==> config.mk <==
export PLATFORM = sky130hd
export DESIGN_NAME = motor_drive
export DESIGN_NICKNAME = d
export VERILOG_FILES = /design/src/rtl/motor_pkg.sv /design/src/rtl/motor_wheel_ramp.sv /design/src/rtl/motor_drive.sv
export SDC_FILE = /design/constraint.sdc
export NUM_CORES = 1
export LEC_CHECK = 0
export ABC_CLOCK_PERIOD_IN_PS = 4300
export BUFFER_PORTS_ARGS = -buffer_cell sky130_fd_sc_hd__buf_2
export CAP_MARGIN = 40
export CORE_UTILIZATION = 50
export DETAILED_ROUTE_END_ITERATION = 10
export GPL_TIMING_DRIVEN = 0
export PLACE_DENSITY_LB_ADDON = 0.08
export SLEW_MARGIN = 20
export SYNTH_ARGS = -nofsm -noshare
export SYNTH_HDL_FRONTEND = slang
export SYNTH_HIERARCHICAL = 1
export SYNTH_SLANG_ARGS = --single-unit
export TNS_END_PERCENT = 20
==> constraint.sdc <==
create_clock -name clk -period 4.3 [get_ports clk]
set_clock_uncertainty 0.2 [all_clocks]
set_input_delay 0.43 -clock clk [delete_from_list [all_inputs] [get_ports clk]]
set_output_delay 0.43 -clock clk [all_outputs]
set_load 0.05 [all_outputs]
==> src/rtl/motor_pkg.sv <==
// Shared encodings for the line-follower drive path: steering commands,
// H-bridge input patterns and the wheel direction type.
package motor_pkg;

  localparam logic [1:0] CMD_STOP     = 2'b00;
  localparam logic [1:0] CMD_LEFT     = 2'b01;
  localparam logic [1:0] CMD_RIGHT    = 2'b10;
  localparam logic [1:0] CMD_STRAIGHT = 2'b11;

  localparam logic [1:0] IN_FWD   = 2'b10;
  localparam logic [1:0] IN_REV   = 2'b01;
  localparam logic [1:0] IN_COAST = 2'b00;

  typedef enum logic {
    DIR_FWD = 1'b0,
    DIR_REV = 1'b1
  } dir_e;

  // A stopped wheel coasts regardless of its remembered direction.
  function automatic logic [1:0] bridge_in(input dir_e dir, input logic running);
    if (!running) return IN_COAST;
    return (dir == DIR_REV) ? IN_REV : IN_FWD;
  endfunction

endpackage

==> src/rtl/motor_wheel_ramp.sv <==
// Per-wheel duty/direction ramp: steps duty toward the target once per PWM
// period and inserts a zero-duty period before any direction reversal.
module motor_wheel_ramp
  import motor_pkg::*;
#(
  parameter int PWM_BITS  = 10,
  parameter int RAMP_STEP = 32
) (
  input  logic                clk,
  input  logic                reset,
  input  logic                boundary,
  input  dir_e                target_dir,
  input  logic [PWM_BITS-1:0] target_duty,
  output logic [PWM_BITS-1:0] duty,
  output logic [1:0]          h_in
);

  localparam logic [PWM_BITS-1:0] STEP = PWM_BITS'(RAMP_STEP);

  dir_e                dir;
  dir_e                dir_next;
  logic [PWM_BITS-1:0] duty_next;

  // Differences are compared against STEP before any add/subtract, so the
  // result can neither wrap nor overshoot the target.
  always_comb begin
    duty_next = duty;
    dir_next  = dir;
    if (boundary) begin
      if (dir != target_dir) begin
        if (duty == '0) begin
          dir_next = target_dir;
        end else if (duty > STEP) begin
          duty_next = duty - STEP;
        end else begin
          duty_next = '0;
        end
      end else if (duty < target_duty) begin
        if ((target_duty - duty) > STEP) begin
          duty_next = duty + STEP;
        end else begin
          duty_next = target_duty;
        end
      end else if (duty > target_duty) begin
        if ((duty - target_duty) > STEP) begin
          duty_next = duty - STEP;
        end else begin
          duty_next = target_duty;
        end
      end
    end
  end

  always_ff @(posedge clk) begin
    if (reset) begin
      duty <= '0;
      dir  <= DIR_FWD;
    end else begin
      duty <= duty_next;
      dir  <= dir_next;
    end
  end

  assign h_in = bridge_in(dir, duty != '0);

endmodule

==> src/rtl/motor_drive.sv <==
// Two-wheel motor driver: debounces the steering command, decodes per-wheel
// targets, runs the shared PWM counter and produces registered PWM enables.
module motor_drive
  import motor_pkg::*;
#(
  parameter int PWM_BITS      = 10,
  parameter int DUTY_STRAIGHT = 768,
  parameter int DUTY_TURN_OUT = 768,
  parameter int DUTY_TURN_IN  = 256,
  parameter int RAMP_STEP     = 32,
  parameter int HOLD_CYCLES   = 4
) (
  input  logic       clk,
  input  logic       reset,
  input  logic [1:0] state,
  output logic       left_pwm,
  output logic       right_pwm,
  output logic [1:0] left_in,
  output logic [1:0] right_in,
  output logic [1:0] cmd_active
);

  localparam int                  HOLD_W     = $clog2(HOLD_CYCLES + 1);
  localparam logic [HOLD_W-1:0]   HOLD_MAX   = HOLD_W'(HOLD_CYCLES);
  localparam logic [PWM_BITS-1:0] D_STRAIGHT = PWM_BITS'(DUTY_STRAIGHT);
  localparam logic [PWM_BITS-1:0] D_OUT      = PWM_BITS'(DUTY_TURN_OUT);
  localparam logic [PWM_BITS-1:0] D_IN       = PWM_BITS'(DUTY_TURN_IN);

  logic [1:0]          last_sample;
  logic [HOLD_W-1:0]   hold_cnt;
  logic [HOLD_W-1:0]   hold_next;
  logic [PWM_BITS-1:0] pwm_cnt;
  logic                boundary;
  dir_e                left_tdir;
  dir_e                right_tdir;
  logic [PWM_BITS-1:0] left_tduty;
  logic [PWM_BITS-1:0] right_tduty;
  logic [PWM_BITS-1:0] left_duty;
  logic [PWM_BITS-1:0] right_duty;

  always_comb begin
    hold_next = HOLD_W'(1);
    if (state == last_sample) begin
      hold_next = (hold_cnt == HOLD_MAX) ? hold_cnt : hold_cnt + 1'b1;
    end
  end

  // The command is adopted on the edge where the run of equal samples
  // reaches HOLD_CYCLES; once saturated it simply keeps the same value.
  always_ff @(posedge clk) begin
    if (reset) begin
      last_sample <= CMD_STOP;
      hold_cnt    <= '0;
      cmd_active  <= CMD_STOP;
    end else begin
      last_sample <= state;
      hold_cnt    <= hold_next;
      if (hold_next == HOLD_MAX) begin
        cmd_active <= state;
      end
    end
  end

  always_ff @(posedge clk) begin
    if (reset) begin
      pwm_cnt <= '0;
    end else begin
      pwm_cnt <= pwm_cnt + 1'b1;
    end
  end

  assign boundary = (pwm_cnt == '1);

  always_comb begin
    left_tdir   = DIR_FWD;
    right_tdir  = DIR_FWD;
    left_tduty  = '0;
    right_tduty = '0;
    case (cmd_active)
      CMD_STRAIGHT: begin
        left_tduty  = D_STRAIGHT;
        right_tduty = D_STRAIGHT;
      end
      CMD_LEFT: begin
        left_tdir   = DIR_REV;
        left_tduty  = D_IN;
        right_tduty = D_OUT;
      end
      CMD_RIGHT: begin
        left_tduty  = D_OUT;
        right_tdir  = DIR_REV;
        right_tduty = D_IN;
      end
      default: ;
    endcase
  end

  motor_wheel_ramp #(.PWM_BITS(PWM_BITS), .RAMP_STEP(RAMP_STEP)) u_left (
    .clk         (clk),
    .reset       (reset),
    .boundary    (boundary),
    .target_dir  (left_tdir),
    .target_duty (left_tduty),
    .duty        (left_duty),
    .h_in        (left_in)
  );

  motor_wheel_ramp #(.PWM_BITS(PWM_BITS), .RAMP_STEP(RAMP_STEP)) u_right (
    .clk         (clk),
    .reset       (reset),
    .boundary    (boundary),
    .target_dir  (right_tdir),
    .target_duty (right_tduty),
    .duty        (right_duty),
    .h_in        (right_in)
  );

  always_ff @(posedge clk) begin
    if (reset) begin
      left_pwm  <= 1'b0;
      right_pwm <= 1'b0;
    end else begin
      left_pwm  <= (pwm_cnt < left_duty);
      right_pwm <= (pwm_cnt < right_duty);
    end
  end

endmodule

-- Word-level counts from Yosys, hierarchy flattened
Index checks and enable logic that the tools add are counted.
- memories kept: 0
- bits in latches: 0
- register bits: 41
- word-level logic and storage cells: 79
- bits in writable memories: 0
- ROM bits: 0
- divide/modulo/power cells: 0
- $lt $le $gt $ge: 12
- shift-type cells: 0
- $add $sub $neg: 10
- multipliers: 0
- bitwise operators: 0
- equality and inequality tests: 11
- multiplexer cells: 24
- reductions and logical operators: 12
- operators with widths (kind ; number):
    10-bit two-way mux ; 14
    10-bit by 6-bit > comparator with 1-bit output (second input constant) ; 6
    10-bit < comparator ; 4
    10-bit one-hot mux with 2 select lines ; 2
    10-bit subtractor ; 4
    10-bit by 6-bit adder with 10-bit output (second input constant) ; 2
    10-bit > comparator ; 2
    10-bit logical NOT ; 2
    10-bit nonzero test ; 2
    10-bit by 6-bit subtractor with 10-bit output (second input constant) ; 2
    3-bit AND reduction ; 4
    10-bit by 1-bit adder with 10-bit output (second input constant) ; 1
    10-bit equality test (second input constant) ; 1
    2-bit two-way mux ; 4
    3-bit equality test (second input constant) ; 2
    3-bit two-way mux ; 2
    3-bit nonzero test ; 2
    2-bit equality test (second input constant) ; 2
    2-bit inequality test (second input constant) ; 2
    2-bit OR reduction ; 2
    3-bit by 1-bit adder with 3-bit output (second input constant) ; 1
    2-bit by 1-bit equality test with 1-bit output (second input constant) ; 1
    2-bit equality test ; 1
    1-bit two-way mux ; 2
    1-bit inequality test ; 2

-- Depth between registers and ports, before layout
- depth after elaboration: 9
- gate-level depth with buffers: 12

-- Modules after synthesis
Netlist, hierarchy kept.
- by module, submodules not included (module ; area an instance (µm²) ; cells each ; instances):
    motor_wheel_ramp ; 1853.0 ; 238 ; 2
    motor_drive ; 1263.7 ; 148 ; 1

-- Worst setup path after synthesis
Ideal clock, no wire load.
- path type: register -> register
- start: register cmd_active[0]
- end: register u_left.duty[6]
- period minus slack after synthesis: 3.180 ns
- slack: 1.120 ns
- arrival time: 2.855 ns
- buffers on the path: 1
- data required time: 3.975 ns
- cell stages (with the launch flop): 12
- path through: dfxtp_1 or2_2 inv_1 ha_1 and4_2 nand2_1 a21oi_2 a211oi_4 buf_4 o211a_1 o21ai_1 o41a_1
- word-level cells in the longest chain between the ends: 9
- RTL lines (item ; line ; source):
    start: declaration ; motor_drive.sv:20 ; output logic [1:0] cmd_active
    start signal: assignment ; motor_drive.sv:59 ; cmd_active <= state;
    2-bit equality test ; motor_drive.sv:79 ; case (cmd_active)
    2-bit OR reduction (no source line) ; n/a ;
    10-bit one-hot mux with 2 select lines * ; motor_drive.sv:79 ;
    named net left_tduty[8] ; motor_drive.sv:36 ; logic [PWM_BITS-1:0] left_tduty;
    10-bit subtractor ; motor_wheel_ramp.sv:45 ; if ((duty - target_duty) > STEP) begin
    10-bit by 6-bit > comparator with 1-bit output ; motor_wheel_ramp.sv:45 ;
    10-bit two-way mux ; motor_wheel_ramp.sv:45 ;
    10-bit two-way mux ; motor_wheel_ramp.sv:44 ; end else if (duty > target_duty) begin
    10-bit two-way mux ; motor_wheel_ramp.sv:38 ; end else if (duty < target_duty) begin
    10-bit two-way mux ; motor_wheel_ramp.sv:30 ; if (dir != target_dir) begin
    end signal: assignment ; motor_wheel_ramp.sv:59 ; duty <= duty_next;
    end: declaration ; motor_wheel_ramp.sv:14 ; output logic [PWM_BITS-1:0] duty,
The timed path passes the listed nets; every way through them passes the cells marked *. The select of a mux whose other input is x is not followed.
A chain may end at the register's enable or synchronous reset.

-- Final worst setup path
- start: register cmd_active[0]
- end: register u_right.duty[3]
- word-level cells in the longest chain between the ends: 9
- RTL lines (item ; line ; source):
    2-bit by 1-bit equality test with 1-bit output / 2-bit equality test (equally long branches) ; motor_drive.sv:79 ;
    2-bit OR reduction (no source line) ; n/a ;
    10-bit one-hot mux with 2 select lines * ; motor_drive.sv:79 ;
    named net right_tduty[8] ; motor_drive.sv:37 ; logic [PWM_BITS-1:0] right_tduty;
    10-bit subtractor ; motor_wheel_ramp.sv:45 ;
    10-bit by 6-bit > comparator with 1-bit output ; motor_wheel_ramp.sv:45 ;
    10-bit two-way mux ; motor_wheel_ramp.sv:45 ;
    10-bit two-way mux ; motor_wheel_ramp.sv:44 ;
    10-bit two-way mux ; motor_wheel_ramp.sv:38 ;
    10-bit two-way mux ; motor_wheel_ramp.sv:30 ;
    end signal: assignment ; motor_wheel_ramp.sv:59 ;
    end: declaration ; motor_wheel_ramp.sv:14 ;
Marked as above.

==> flow_metrics.py <==
metrics = {
    "place": {
        "gp_congestion": 0.921,
        "place_hpwl_um": 9960,
        "io_buffer_count": 10,
        "pre_cts_ws_ns": 1.08,
    },
    "timing": {
        "worstMarginPinSlew_ns": 0.724,
        "maxSlewHeadroom": 0.516,
        "fmax_mhz": 303,
        "slew_violations": 0,
        "setup_viol": 0,
        "fin_tns_setup_ns": 0,
        "fin_crit_sh": 0.767,
        "fin_crit_ns": 3.30,
        "hold_viol": 0,
        "rsz0062_at_grt": "no",
        "worst_slack_ns": 1.00,
    },
    "synthesis": {
        "synth_top_family_by_area": "compound AO/OA/AOI/OAI gates",
        "yosys.area_share.simple": 0.216,
        "ys_warn_count": 6,
        "synth_compound_area_frac": 0.304,
        "ys_seq_area_frac": 0.165,
        "dominantRegCellSynth": "dfxtp_1",
        "netlist_instances": 624,
        "yosysUniqueCellTypes": 71,
        "synth_edf_count": 0,
        "synthMuxAreaShare": 0.00604,
        "synthXorXnorAreaFrac": 0.0582,
        "synth-seq-cells": 41,
        "ys_async_sr_fraction": 0,
        "synth-adder-area-share": 0.167,
        "syn_area_mm2": 0.00497,
        "avgSynthCellArea_um2": 7.96,
    },
    "drt": {
        "wl_per_cell_um": 15.5,
        "postRouteAntennaNets": 0,
        "wl_um": 12600,
        "drtPass1Iterations": 5,
        "drc": 0,
        "drt-initial-drc-count": 265,
        "vias": 4731,
        "vias_per_cell": 5.83,
    },
    "global_route": {
        "grt_usage": 0.257,
        "antenna_found_initial": 0,
        "grt_first_pass_wirelength_um": 21500,
        "grt.overflow.total": 0,
        "grt_max_degree": 14,
        "grt_pass1_vias": 4522,
    },
    "cells_and_area": {
        "final_common_cell": "inv_1",
        "multi_input_area_mm2": 0.00387,
        "final_nets": 746,
        "most-common-layout-cells": "68 x inv_1, 63 x ha_1, 42 x nand2_1",
        "register_area_um2": 821,
        "diodes": 0,
        "syn_to_final_growth_pct": 9.92,
        "fillers": 941,
        "drive_above_1_share": 0.119,
    },
    "cts": {
        "cts_setup_buffers": 0,
        "clk_latency_ns": 0.30,
        "cts_tree": "built",
        "root_buffer": "clkbuf_8",
        "numCtsBuffers": 5,
        "cts_sinks": 41,
        "clock_path_buffers": 2,
        "ctsResizeCount": 0,
        "hold_buffers": 0,
        "htreeDepth": 2,
        "path_clk_slew_ns": 0.08,
    },
    "setup_path": {
        "arrival_ns": 3.27,
        "startpoint_type": "register",
        "cp-end-kind": "register",
        "worstPathRequired_ns": 4.27,
        "crit_type": "reg2reg",
        "crit_fanout": 10,
    },
    "power_and_ir_drop": {
        "cellPowerDensity_mw_per_mm2": 176,
        "irDropWorstVdd_mv": 0.149,
        "p_leak_nw": 2.33,
    },
    "die": {
        "core_area_mm2": 0.00968,
        "die_area_mm2": 0.0103,
        "initial_utilization": 0.513,
        "fp.dieW_um": 102,
        "die_h_um": 102,
        "ios": 12,
        "rows": 36,
    },
    "min_path": {
        "hp-class": "in2reg",
    },
    "outcome": {
        "status": "completed",
    },
    "flow_run": {
        "maxCapViolCount": 0,
    },
}
-- stage by stage --
| step | hold slack, ns | cells | util | cell area (µm²) | total power, mW |
|---|---|---|---|---|---|
| 2_1_floorplan | 0.243 | 659 | - | 5100 | 0.549 |
| 3_5_place_dp | 0.275 | 803 | 0.550 | 5330 | 0.584 |
| 6_report | 0.223 | 811 | 0.564 | 5460 | 0.959 |
| 3_3_place_gp | 0.273 | 802 | 0.549 | 5320 | 0.579 |
| 5_1_grt | 0.223 | 811 | 0.564 | 5460 | 1.00 |
| 4_1_cts | 0.212 | 811 | 0.564 | 5460 | 0.959 |
-- flip-flops by register name, indices dropped and copies added (netlist names) --
name	flops
u_left/dir	1
right_pwm	1
u_right/dir	1
left_pwm	1
last_sample	2
hold_cnt	3
u_right/duty	10
u_left/duty	10
cmd_active	2
pwm_cnt	10
-- cell families (layout without fill, tap and decap cells) --
family	count (synthesis)	in the layout
other	1	36
buffers and inverters	94	113
adders and majority gates	65	65
and+or+nand+nor	192	192
AOI/OAI and AO/OA	196	196
DFF	41	41
xor gates and xnor gates	33	33
muxes	2	2
-- worst paths after layout --
check | startpoint | cells after the start | end | slack, ns
worst max-delay path | cmd_active[0] | 12 | u_right/duty[3] | 1.00
worst min-delay path | state[0] | 2 | last_sample[0] | 0.22
worst max register to register | cmd_active[0] | 12 | u_right/duty[3] | 1.00
worst min register to register | pwm_cnt[0] | 1 | pwm_cnt[0] | 0.30
-- synth_stat cells (all sizes together), types with 5 or more instances --
library cell,instances,share of area
buf,14,0.022
a21oi,36,0.039
o32ai,12,0.021
nor2,33,0.027
and3,6,0.0096
or3,9,0.011
or2,8,0.010
nor4,7,0.0088
nand4,6,0.0076
a21o,18,0.027
o21ai,33,0.033
nor2b,20,0.028
a31o,8,0.014
dfxtp,41,0.17
o311a,6,0.012
o2111ai,6,0.013
and4,5,0.0093
a211o,5,0.0088
inv,70,0.054
o21a,10,0.015
a211oi,14,0.026
nor3,21,0.025
xnor2,21,0.037
o211ai,20,0.036
nand2,42,0.032
or4,6,0.0091
nand3,16,0.016
xor2,12,0.021
ha,63,0.16
clkbuf,10,0.0076
-- area by class of cell --
cell class                 count  share of cell area
multi-input combinational    524               0.709
sequential                    41               0.150
inverter                      70              0.0490
tap                          133              0.0305
buffer                        24              0.0270
clock buffer                   5              0.0126
clock inverter                 3              0.0119
timing repair buffer          11              0.0101
-- power by group --
group	total [mW]	switching, mW	leakage, nW	internal [mW]
sequential	0.392	0.00578	0.332	0.386
clock	0.374	0.144	0.0681	0.231
combinational	0.193	0.118	1.93	0.0746
-- layer usage --
layer,vias up,global-route usage,share of wire
li1,2358,-,-
met4,0,0.0446,0.011
met1,2229,0.378,0.51
met2,125,0.406,0.43
met5,-,0,0
met3,19,0.0297,0.045
-- worst max-delay path, stage by stage (launching register included) --
cell and delay, ns:
dfxtp_1 0.37, or2_2 0.37, inv_1 0.08, ha_1 0.30, and4_2 0.30, nand2_1 0.10
a21oi_2 0.06, a211oi_4 0.34, buf_4 0.24, o211a_1 0.34, a21o_1 0.16, o41a_2 0.21
o32ai_1 0.11
No activity file was read; power rests on OpenSTA's default activity.
